## config.mk

```make
export PLATFORM = sky130hd
export DESIGN_NAME = key_entry_controller
export DESIGN_NICKNAME = d
export VERILOG_FILES = /design/src/rtl/key_entry_pkg.sv /design/src/rtl/key_entry_ps2_hex_decode.sv /design/src/rtl/key_entry_controller.sv
export SDC_FILE = /design/constraint.sdc
export NUM_CORES = 1
export LEC_CHECK = 0
export CAP_MARGIN = 15
export CORE_UTILIZATION = 50
export CTS_CLUSTER_DIAMETER = 30
export DETAILED_ROUTE_END_ITERATION = 12
export PLACE_DENSITY = 0.78
export SKIP_CTS_REPAIR_TIMING = 1
export SLEW_MARGIN = 20
export SYNTH_ARGS = -nofsm -noshare
export SYNTH_HDL_FRONTEND = slang
export SYNTH_SLANG_ARGS = --single-unit
```

## constraint.sdc

```tcl
create_clock -name CLK -period 3.1 [get_ports CLK]
set_clock_uncertainty 0.1 [all_clocks]
set_input_delay 0.62 -clock CLK [delete_from_list [all_inputs] [get_ports CLK]]
set_output_delay 0.62 -clock CLK [all_outputs]
set_load 0.02 [all_outputs]
```

## src/rtl/key_entry_pkg.sv

```systemverilog
// Shared scan-code constants, FSM states and keystroke classes for the PS/2 key-entry block.
// Pure declarations: no logic, no latency, no flow control.
package key_entry_pkg;

    localparam logic [7:0] SC_BRK   = 8'hF0;
    localparam logic [7:0] SC_EXT   = 8'hE0;
    localparam logic [7:0] SC_ENTER = 8'h5A;
    localparam logic [7:0] SC_BKSP  = 8'h66;
    localparam logic [7:0] SC_ESC   = 8'h76;

    typedef enum logic {
        ST_EDIT = 1'b0,
        ST_HOLD = 1'b1
    } state_t;

    typedef enum logic [2:0] {
        KC_NONE  = 3'd0,
        KC_HEX   = 3'd1,
        KC_ENTER = 3'd2,
        KC_BKSP  = 3'd3,
        KC_ESC   = 3'd4
    } key_class_t;

endpackage

```

## src/rtl/key_entry_ps2_hex_decode.sv

```systemverilog
// Combinational PS/2 set-2 make-code classifier: hex nibble, Enter, Backspace, Esc or none.
// Latency 0 (pure decode); no backpressure.
module ps2_hex_decode
    import key_entry_pkg::*;
(
    input  logic [7:0]  code,
    output logic [3:0]  nibble,
    output key_class_t  key_class
);

    always_comb begin
        nibble    = 4'h0;
        key_class = KC_HEX;
        case (code)
            8'h45: nibble = 4'h0;
            8'h16: nibble = 4'h1;
            8'h1E: nibble = 4'h2;
            8'h26: nibble = 4'h3;
            8'h25: nibble = 4'h4;
            8'h2E: nibble = 4'h5;
            8'h36: nibble = 4'h6;
            8'h3D: nibble = 4'h7;
            8'h3E: nibble = 4'h8;
            8'h46: nibble = 4'h9;
            8'h1C: nibble = 4'hA;
            8'h32: nibble = 4'hB;
            8'h21: nibble = 4'hC;
            8'h23: nibble = 4'hD;
            8'h24: nibble = 4'hE;
            8'h2B: nibble = 4'hF;
            SC_ENTER: key_class = KC_ENTER;
            SC_BKSP:  key_class = KC_BKSP;
            SC_ESC:   key_class = KC_ESC;
            default:  key_class = KC_NONE;
        endcase
    end

endmodule

```

## src/rtl/key_entry_controller.sv

```systemverilog
// Hex key entry from PS/2 scan bytes: edit buffer, commit on Enter, hold until KEY_ACK.
// Latency 1 cycle, all outputs registered; no backpressure on SCAN_VALID, KEY_READY held until KEY_ACK.
module key_entry_controller
    import key_entry_pkg::*;
#(
    parameter int NUM_DIGITS = 4,
    parameter int KEY_W      = 4 * NUM_DIGITS
) (
    input  logic             CLK,
    input  logic             RST,
    input  logic [7:0]       SCAN_CODE,
    input  logic             SCAN_VALID,
    input  logic             KEY_ACK,
    output logic [KEY_W-1:0] EDIT_BUF,
    output logic [2:0]       DIGIT_COUNT,
    output logic [KEY_W-1:0] KEY_OUT,
    output logic             KEY_READY,
    output logic             ERR
);

    localparam logic [2:0] FULL_CNT = 3'(NUM_DIGITS);

    state_t           state_q, state_d;
    logic             brk_q, brk_d;
    logic             ext_q, ext_d;
    logic [KEY_W-1:0] edit_buf_q, edit_buf_d;
    logic [2:0]       digit_count_q, digit_count_d;
    logic [KEY_W-1:0] key_out_q, key_out_d;
    logic             key_ready_q, key_ready_d;
    logic             err_q, err_d;

    logic [3:0]       nibble;
    key_class_t       key_class;
    logic             keystroke;

    ps2_hex_decode u_decode (
        .code      (SCAN_CODE),
        .nibble    (nibble),
        .key_class (key_class)
    );

    always_comb begin
        state_d       = state_q;
        brk_d         = brk_q;
        ext_d         = ext_q;
        edit_buf_d    = edit_buf_q;
        digit_count_d = digit_count_q;
        key_out_d     = key_out_q;
        key_ready_d   = key_ready_q;
        err_d         = 1'b0;
        keystroke     = 1'b0;

        // Prefix flags track in every state; only a clean make code is a keystroke.
        if (SCAN_VALID) begin
            if (SCAN_CODE == SC_BRK) begin
                brk_d = 1'b1;
            end else if (SCAN_CODE == SC_EXT) begin
                ext_d = 1'b1;
            end else begin
                brk_d     = 1'b0;
                ext_d     = 1'b0;
                keystroke = !brk_q && !ext_q;
            end
        end

        case (state_q)
            ST_EDIT: begin
                if (keystroke) begin
                    case (key_class)
                        KC_HEX: begin
                            if (digit_count_q < FULL_CNT) begin
                                edit_buf_d    = {edit_buf_q[KEY_W-5:0], nibble};
                                digit_count_d = digit_count_q + 3'd1;
                            end else begin
                                err_d = 1'b1;
                            end
                        end
                        KC_BKSP: begin
                            if (digit_count_q != 3'd0) begin
                                edit_buf_d    = {4'h0, edit_buf_q[KEY_W-1:4]};
                                digit_count_d = digit_count_q - 3'd1;
                            end else begin
                                err_d = 1'b1;
                            end
                        end
                        KC_ESC: begin
                            edit_buf_d    = '0;
                            digit_count_d = 3'd0;
                        end
                        KC_ENTER: begin
                            if (digit_count_q == FULL_CNT) begin
                                key_out_d   = edit_buf_q;
                                key_ready_d = 1'b1;
                                state_d     = ST_HOLD;
                            end else begin
                                err_d = 1'b1;
                            end
                        end
                        default: err_d = 1'b1;
                    endcase
                end
            end
            ST_HOLD: begin
                // Keystrokes are dropped here, even one arriving with the ack.
                if (KEY_ACK) begin
                    key_ready_d   = 1'b0;
                    edit_buf_d    = '0;
                    digit_count_d = 3'd0;
                    state_d       = ST_EDIT;
                end
            end
            default: state_d = ST_EDIT;
        endcase
    end

    always_ff @(posedge CLK) begin
        if (RST) begin
            state_q       <= ST_EDIT;
            brk_q         <= 1'b0;
            ext_q         <= 1'b0;
            edit_buf_q    <= '0;
            digit_count_q <= 3'd0;
            key_out_q     <= '0;
            key_ready_q   <= 1'b0;
            err_q         <= 1'b0;
        end else begin
            state_q       <= state_d;
            brk_q         <= brk_d;
            ext_q         <= ext_d;
            edit_buf_q    <= edit_buf_d;
            digit_count_q <= digit_count_d;
            key_out_q     <= key_out_d;
            key_ready_q   <= key_ready_d;
            err_q         <= err_d;
        end
    end

    assign EDIT_BUF    = edit_buf_q;
    assign DIGIT_COUNT = digit_count_q;
    assign KEY_OUT     = key_out_q;
    assign KEY_READY   = key_ready_q;
    assign ERR         = err_q;

endmodule

```

==> out/results.txt, run 1 <==
status = complete, no violations
Root Driver = clkbuf_8
fin nets = 319
Initial Util = 0.541
DRT Wirelength = 5460 um
commonest non-fill, non-tap cell in the layout = clkdlybuf4s50_1
PortBufs = 48
Worst setup EP type = register
I/O pin total = 49
Clock Latency Late Sink = 0.29 ns
CTS Buf Count = 5
Synth async-reset ratio = 0
RR Startpoint = DIGIT_COUNT[0]$_SDFFE_PP0P_
Synth area leader = dfxtp_1
maximum clock path buffer count = 2
GRT overflow = 0
Filler Cell Count = 331
average wire per standard cell = 15.3 um
r2r setup slk = 1.07 ns
CTS tree = built
WHS Endpoint = KEY_READY$_SDFFE_PP0P_
Post-Syn Instances = 242
Max Fclk = 352 MHz
Final period util = 0.916
gpl congestion = 0.901
mean post-synth cell area = 9.27 um2
via count = 2,046
Rows = 23
hold wc startpoint = KEY_READY$_SDFFE_PP0P_
count of final setup violators = 0
Antenna Cells = 0
area of the die = 4760 um2
vias per cell = 5.75
critical path class = primary input to register
Final Power = 0.000964 W
Worst-Margin Slew = 0.609 ns
Ys Warns = 0
ANT nets after route = 0
Syn Nets = 255
most frequent cells in the layout = 48 x clkdlybuf4s50_1, 40 x dfxtp_1, 28 x mux2i_1
Critical Path Fanout Max = 5
Post-synth EDFFs = 0
Core ar. = 4140 um2
share of cells above drive strength 1 = 0.180
arrival time at the worst endpoint = 2.93 ns
DRT Pass-1 Iters = 4
first-pass GRT wire length = 8850 um
top cells by area, synth = dfxtp_1 36%, mux2i_1 13%, nand2_1 4.2%
gr usage total = 0.252
H-tree levels = 2
initial antenna violation count = 0
worst hold slack = 0.381 ns
pin count of the biggest net entering global routing = 19
vias in the first global route = 1,920
Synth Cell Area = 2240 um2
WP data required = 3.19 ns
DRC = 0
min Tclk post-route = 2.84 ns
Min-Delay Path Class = register to register
reg2reg end = DIGIT_COUNT[2]$_SDFFE_PP0P_
Max IR drop VDD = 338 uV
Leak Pwr = 1.06 nW
CTS clk-pin slew, worst paths = 0.08 ns
number of synthesized register bits = 40
Critical Path Source Type = primary input
main flop type after synthesis = dfxtp_1
post-synthesis cell type count = 57
Die X = 69.0 um
Final Hold Viols = 0
RSZ-0062 raised after global routing = false
violation count after the first detailed-route iteration = 185
Hold Path Depth = 1
# clock sinks = 40
Max Cap Viol = 0
final core utilization = 0.714
Post-DP HPWL = 4090 um
die height = 69.0 um
worst reg2reg path depth = 6
Max-slew headroom = 0.593
Slew Viols, Final = 0
post-synth top area share = 0.357
Area Growth Syn to Fin = 32.0%
Power Dens Cells = 326 nW/um2
sequential element share of the synthesized area = 0.357
-- registers in the layout, summed over array words and instances, names as in the netlist --
register     flops
state_q          1
KEY_READY        1
brk_q            1
KEY_OUT         16
EDIT_BUF        16
ext_q            1
ERR              1
DIGIT_COUNT      3
-- cells in the mapped netlist, types with 2 or more instances --
cell,n
buf_2,5
nor3_1,3
o2bb2ai_1,6
dfxtp_1,40
o21a_1,2
inv_1,5
a21o_1,2
a21oi_1,11
nand3_2,2
nor2_1,25
nor2b_1,3
nand3b_1,6
and4_1,2
a32oi_1,3
nand2_1,25
o21ai_0,2
nand3_1,3
and4bb_1,2
nand4_1,2
buf_6,6
buf_4,2
nand2b_1,3
xor2_1,2
or2_2,4
clkbuf_1,4
and3_1,5
mux2_2,3
a22o_1,5
inv_2,2
a21oi_2,2
mux2i_1,28
or4_1,2
-- worst max path at each step --
stage                       from                     endpoint
floorplan           SCAN_CODE[0]  DIGIT_COUNT[2]$_SDFFE_PP0P_
global placement    SCAN_CODE[6]  DIGIT_COUNT[2]$_SDFFE_PP0P_
detailed placement  SCAN_CODE[6]  DIGIT_COUNT[2]$_SDFFE_PP0P_
CTS                 SCAN_CODE[6]  DIGIT_COUNT[2]$_SDFFE_PP0P_
global route        SCAN_CODE[6]  DIGIT_COUNT[2]$_SDFFE_PP0P_
finish              SCAN_CODE[6]  DIGIT_COUNT[2]$_SDFFE_PP0P_
-- cell families (layout without fill, tap and decap cells) --
| family | after synthesis | after routing | share of synthesized area |
|---|---|---|---|
| flops | 40 | 40 | 0.357 |
| simple gates | 97 | 97 | 0.250 |
| compound gates | 46 | 46 | 0.166 |
| buf+inv | 24 | 88 | 0.0664 |
| fa+ha+maj | 1 | 1 | 0.00893 |
| xor+xnor | 3 | 3 | 0.0117 |
| mux | 31 | 31 | 0.140 |
-- stage by stage --
step	instances	area [um2]	setup TNS, ns	setup slack, ns
after floorplan	242	2240	0	0.164
after global placement	349	2880	-0.0347	-0.0347
after detailed placement	349	2880	-0.0485	-0.0485
after CTS	356	2960	0	0.254
after global routing	356	2960	0	0.0901
final	356	2960	0	0.261
-- where the power goes --
part           internal [W]  total (W)  leakage [nW]  switching (W)
Clock              0.000153   0.000327        0.0410       0.000174
Combinational     0.0000561   0.000119         0.692      0.0000626
Sequential         0.000516   0.000518         0.323     0.00000213
-- per-layer routing --
| layer | part of all wire | vias up | track usage |
|---|---|---|---|
| met2 | 0.48 | 67 | 0.422 |
| li1 | - | 1000 | - |
| met3 | 0.056 | 9 | 0.0477 |
| met5 | 0 | - | 0 |
| met1 | 0.45 | 970 | 0.318 |
| met4 | 0.017 | 0 | 0.0893 |
-- layout make-up --
cell class / count / area (um2) / area share
multi-input combinational: 178 / 1290 / 0.437
sequential: 40 / 801 / 0.270
timing repair buffer: 74 / 701 / 0.237
clock buffer: 6 / 72.6 / 0.0245
tap: 50 / 62.6 / 0.0211
inverter: 7 / 26.3 / 0.00888
clock inverter: 1 / 5.00 / 0.00169
-- critical path: stages --
cell	delay (ns)
clkdlybuf4s50_1	0.47
nor2b_1	0.28
and4_4	0.27
inv_1	0.05
fa_1	0.38
mux2_2	0.28
a22o_1	0.22
a211o_1	0.25
o211a_1	0.10
Power figures use the tool's default switching activity.
==> run 2: changes to the inputs <==
Settings changed: SKIP_CTS_REPAIR_TIMING 1 to unset.
==> results of run 2 <==
The final DEF is identical to that of run 1; final timing and power are the same.
==> run 3: changes to the inputs <==
Settings changed: GPL_TIMING_DRIVEN set to 0.
==> run 3 against run 2 <==
Effect of this change: total power shrank 0.60%; count of clock-buffer cells in the layout fell by 1; fmax is 4.9% lower; non-clock buffer count down 10; register-to-register slack worse by 0.05 ns; combinational power down 8%; hold slack worse by 0.0070 ns; sequential power hardly changed; die area unchanged; critical endpoint unchanged; largest power group unchanged; highest routed layer unchanged.
==> out/results.txt, run 3 (synthesis results as in run 1) <==
DRC = 0 (unchanged)
worst setup margin = 0.116 ns (-0.145 ns)
Die X = 69.0 um (unchanged)
violation count after the first detailed-route iteration = 227 (+23%)
Min-Delay Path Class = register to register
final core utilization = 0.694 (-0.0205)
DRT Wirelength = 5710 um (+4.7%)
die height = 69.0 um (unchanged)
worst hold slack = 0.374 ns (-0.00696 ns)
GRT overflow = 0 (unchanged)
fin area = 2880 um2 (-2.9%)
I/O pin total = 49 (unchanged)
Cell Chain, Critical Path = clkdlybuf4s50_1 -> and4bb_2 -> and4_4 -> buf_6 -> inv_1 -> fa_2 -> mux2_2 -> a22o_1 -> a211o_1 -> o211a_1
PortBufs = 45 (-6.3%)
max incr delay on CP = 0.45 ns (-0.02 ns)
commonest non-fill, non-tap cell in the layout = clkdlybuf4s50_1
Area Growth Syn to Fin = 28.2%
final setup TNS = 0 ns (unchanged)
gpl congestion = 0.893 (-0.89%)
maximum clock path buffer count = 2 (unchanged)
most frequent cells in the layout = 42 x clkdlybuf4s50_1, 40 x dfxtp_1, 28 x mux2i_1
Max-slew headroom = 0.630 (+0.0370)
Max Cap Viol = 0 (unchanged)
Power Dens Cells = 333 nW/um2 (+2.3%)
RSZ-0062 raised after global routing = false
Critical Path Fanout Max = 10 (+5)
status = complete, no violations
Critical Path Source Type = primary input
CTS tree = built
H-tree levels = 2 (unchanged)
initial antenna violation count = 0 (unchanged)
arrival time at the worst endpoint = 3.07 ns (+0.14 ns)
Slew Viols, Final = 0 (unchanged)
Clock Latency Late Sink = 0.29 ns (about the same)
Leak Pwr = 1.02 nW (-3.0%)
Setup WS pre-CTS = -0.509 ns (-0.461 ns)
fin nets = 309 (-3.1%)
min Tclk post-route = 2.98 ns (+0.145 ns)
first-pass GRT wire length = 8910 um (+0.62%)
Core ar. = 4140 um2 (unchanged)
WP data required = 3.19 ns (about the same)
ANT nets after route = 0 (unchanged)
CTS clk-pin slew, worst paths = 0.07 ns (about the same)
Hold-fix buffers, CTS = 0
placed inst area = 2760 um2 (-4.4%)
Post-DP HPWL = 3970 um (-3.0%)
critical path's slowest cell = clkdlybuf4s50_1
pin count of the biggest net entering global routing = 13 (-6)
Root Driver = clkbuf_8
Max Fclk = 335 MHz (-4.9%)
Max IR drop VDD = 333 uV (-1.4%)
DRT Pass-1 Iters = 4 (unchanged)
critical path class = primary input to register
# clock sinks = 40 (unchanged)
vias in the first global route = 1,812 (-5.6%)
Final period util = 0.962 (+0.0467)
count of final setup violators = 0 (unchanged)
CTS Buf Count = 5 (unchanged)
Worst setup EP type = register
average wire per standard cell = 16.5 um (+7.8%)
Worst-Margin Slew = 0.551 ns (-0.0578 ns)
Initial Util = 0.541 (unchanged)
vias per cell = 5.75 (about the same)
Rows = 23 (unchanged)
Filler Cell Count = 340 (+2.7%)
gr usage total = 0.259 (+0.00767)
area of the die = 4760 um2 (unchanged)
via count = 1,989 (-2.8%)
Final Hold Viols = 0 (unchanged)
Antenna Cells = 0 (unchanged)
share of cells above drive strength 1 = 0.159 (-0.0210)
## run 3: cell count changes in the layout (fill, tap and decap cells not counted)
| cell | change |
|---|---|
| buf_12 | -2 |
| buf_2 | +4 |
| buf_4 | -20 |
| buf_6 | +7 |
| clkbuf_1 | +3 |
| clkdlybuf4s50_1 | -6 |
| clkinvlp_4 | +1 |
| dlymetal6s2s_1 | +3 |
| fa_1 | -1 |
| fa_2 | +1 |
| nor2b_1 | -1 |
| nor2b_4 | +1 |
## run 3: final cells by class
cell class	count	area (um2)	share of cell area
Buffer	17	129	0.0448
Clock buffer	5	68.8	0.0239
Clock inverter	2	12.5	0.00435
Inverter	7	26.3	0.00914
Multi-Input combinational cell	178	1300	0.453
Sequential cell	40	801	0.279
Tap cell	50	62.6	0.0218
Timing Repair Buffer	47	473	0.164
## run 3: final timing paths
path | start | end | slack, ns | cells past startpoint
max | SCAN_CODE[3] | DIGIT_COUNT[2]$_SDFFE_PP0P_ | 0.12 | 10
max reg2reg | state_q$_SDFF_PP0_ | EDIT_BUF[3]$_SDFFE_PP0P_ | 1.02 | 5
min reg2reg | KEY_READY$_SDFFE_PP0P_ | KEY_READY$_SDFFE_PP0P_ | 0.37 | 1
min | KEY_READY$_SDFFE_PP0P_ | KEY_READY$_SDFFE_PP0P_ | 0.37 | 1
## run 3: critical path, delay by kind of cell
| kind | cells | cell delay [ns] |
|---|---|---|
| buffers and inverters | 3 | 0.66 |
| AO/OA/AOI/OAI | 3 | 0.58 |
| AND/OR/NAND/NOR | 2 | 0.57 |
| adder cells (fa/ha/maj) | 1 | 0.35 |
| multiplexers | 1 | 0.28 |
## run 3: metal layers
layer	vias up	wire length, um	share of wire	global-route usage
met3	11	275	0.048	0.0543
met1	947	2720	0.48	0.354
met5	-	0	0	0
met2	52	2620	0.46	0.393
li1	979	-	-	-
met4	0	92	0.016	0.107
## run 3: power breakdown
group	internal (W)	switching (W)	leakage [nW]
Sequential	0.000516	0.00000221	0.323
Clock	0.000152	0.000178	0.0400
Combinational	0.0000462	0.0000631	0.661
## run 3: what timing repair did
item,4_1_cts,5_1_grt
setup endpoints to repair,1,1
setup buffers,2,0
cloned,0,0
resized for setup,4,4
## run 3: stage by stage
stage	total power, W	instances
floorplan	0.000599	242
global placement	0.000633	337
detailed placement	0.000635	337
CTS	0.000966	346
global route	0.000993	346
finish	0.000958	346
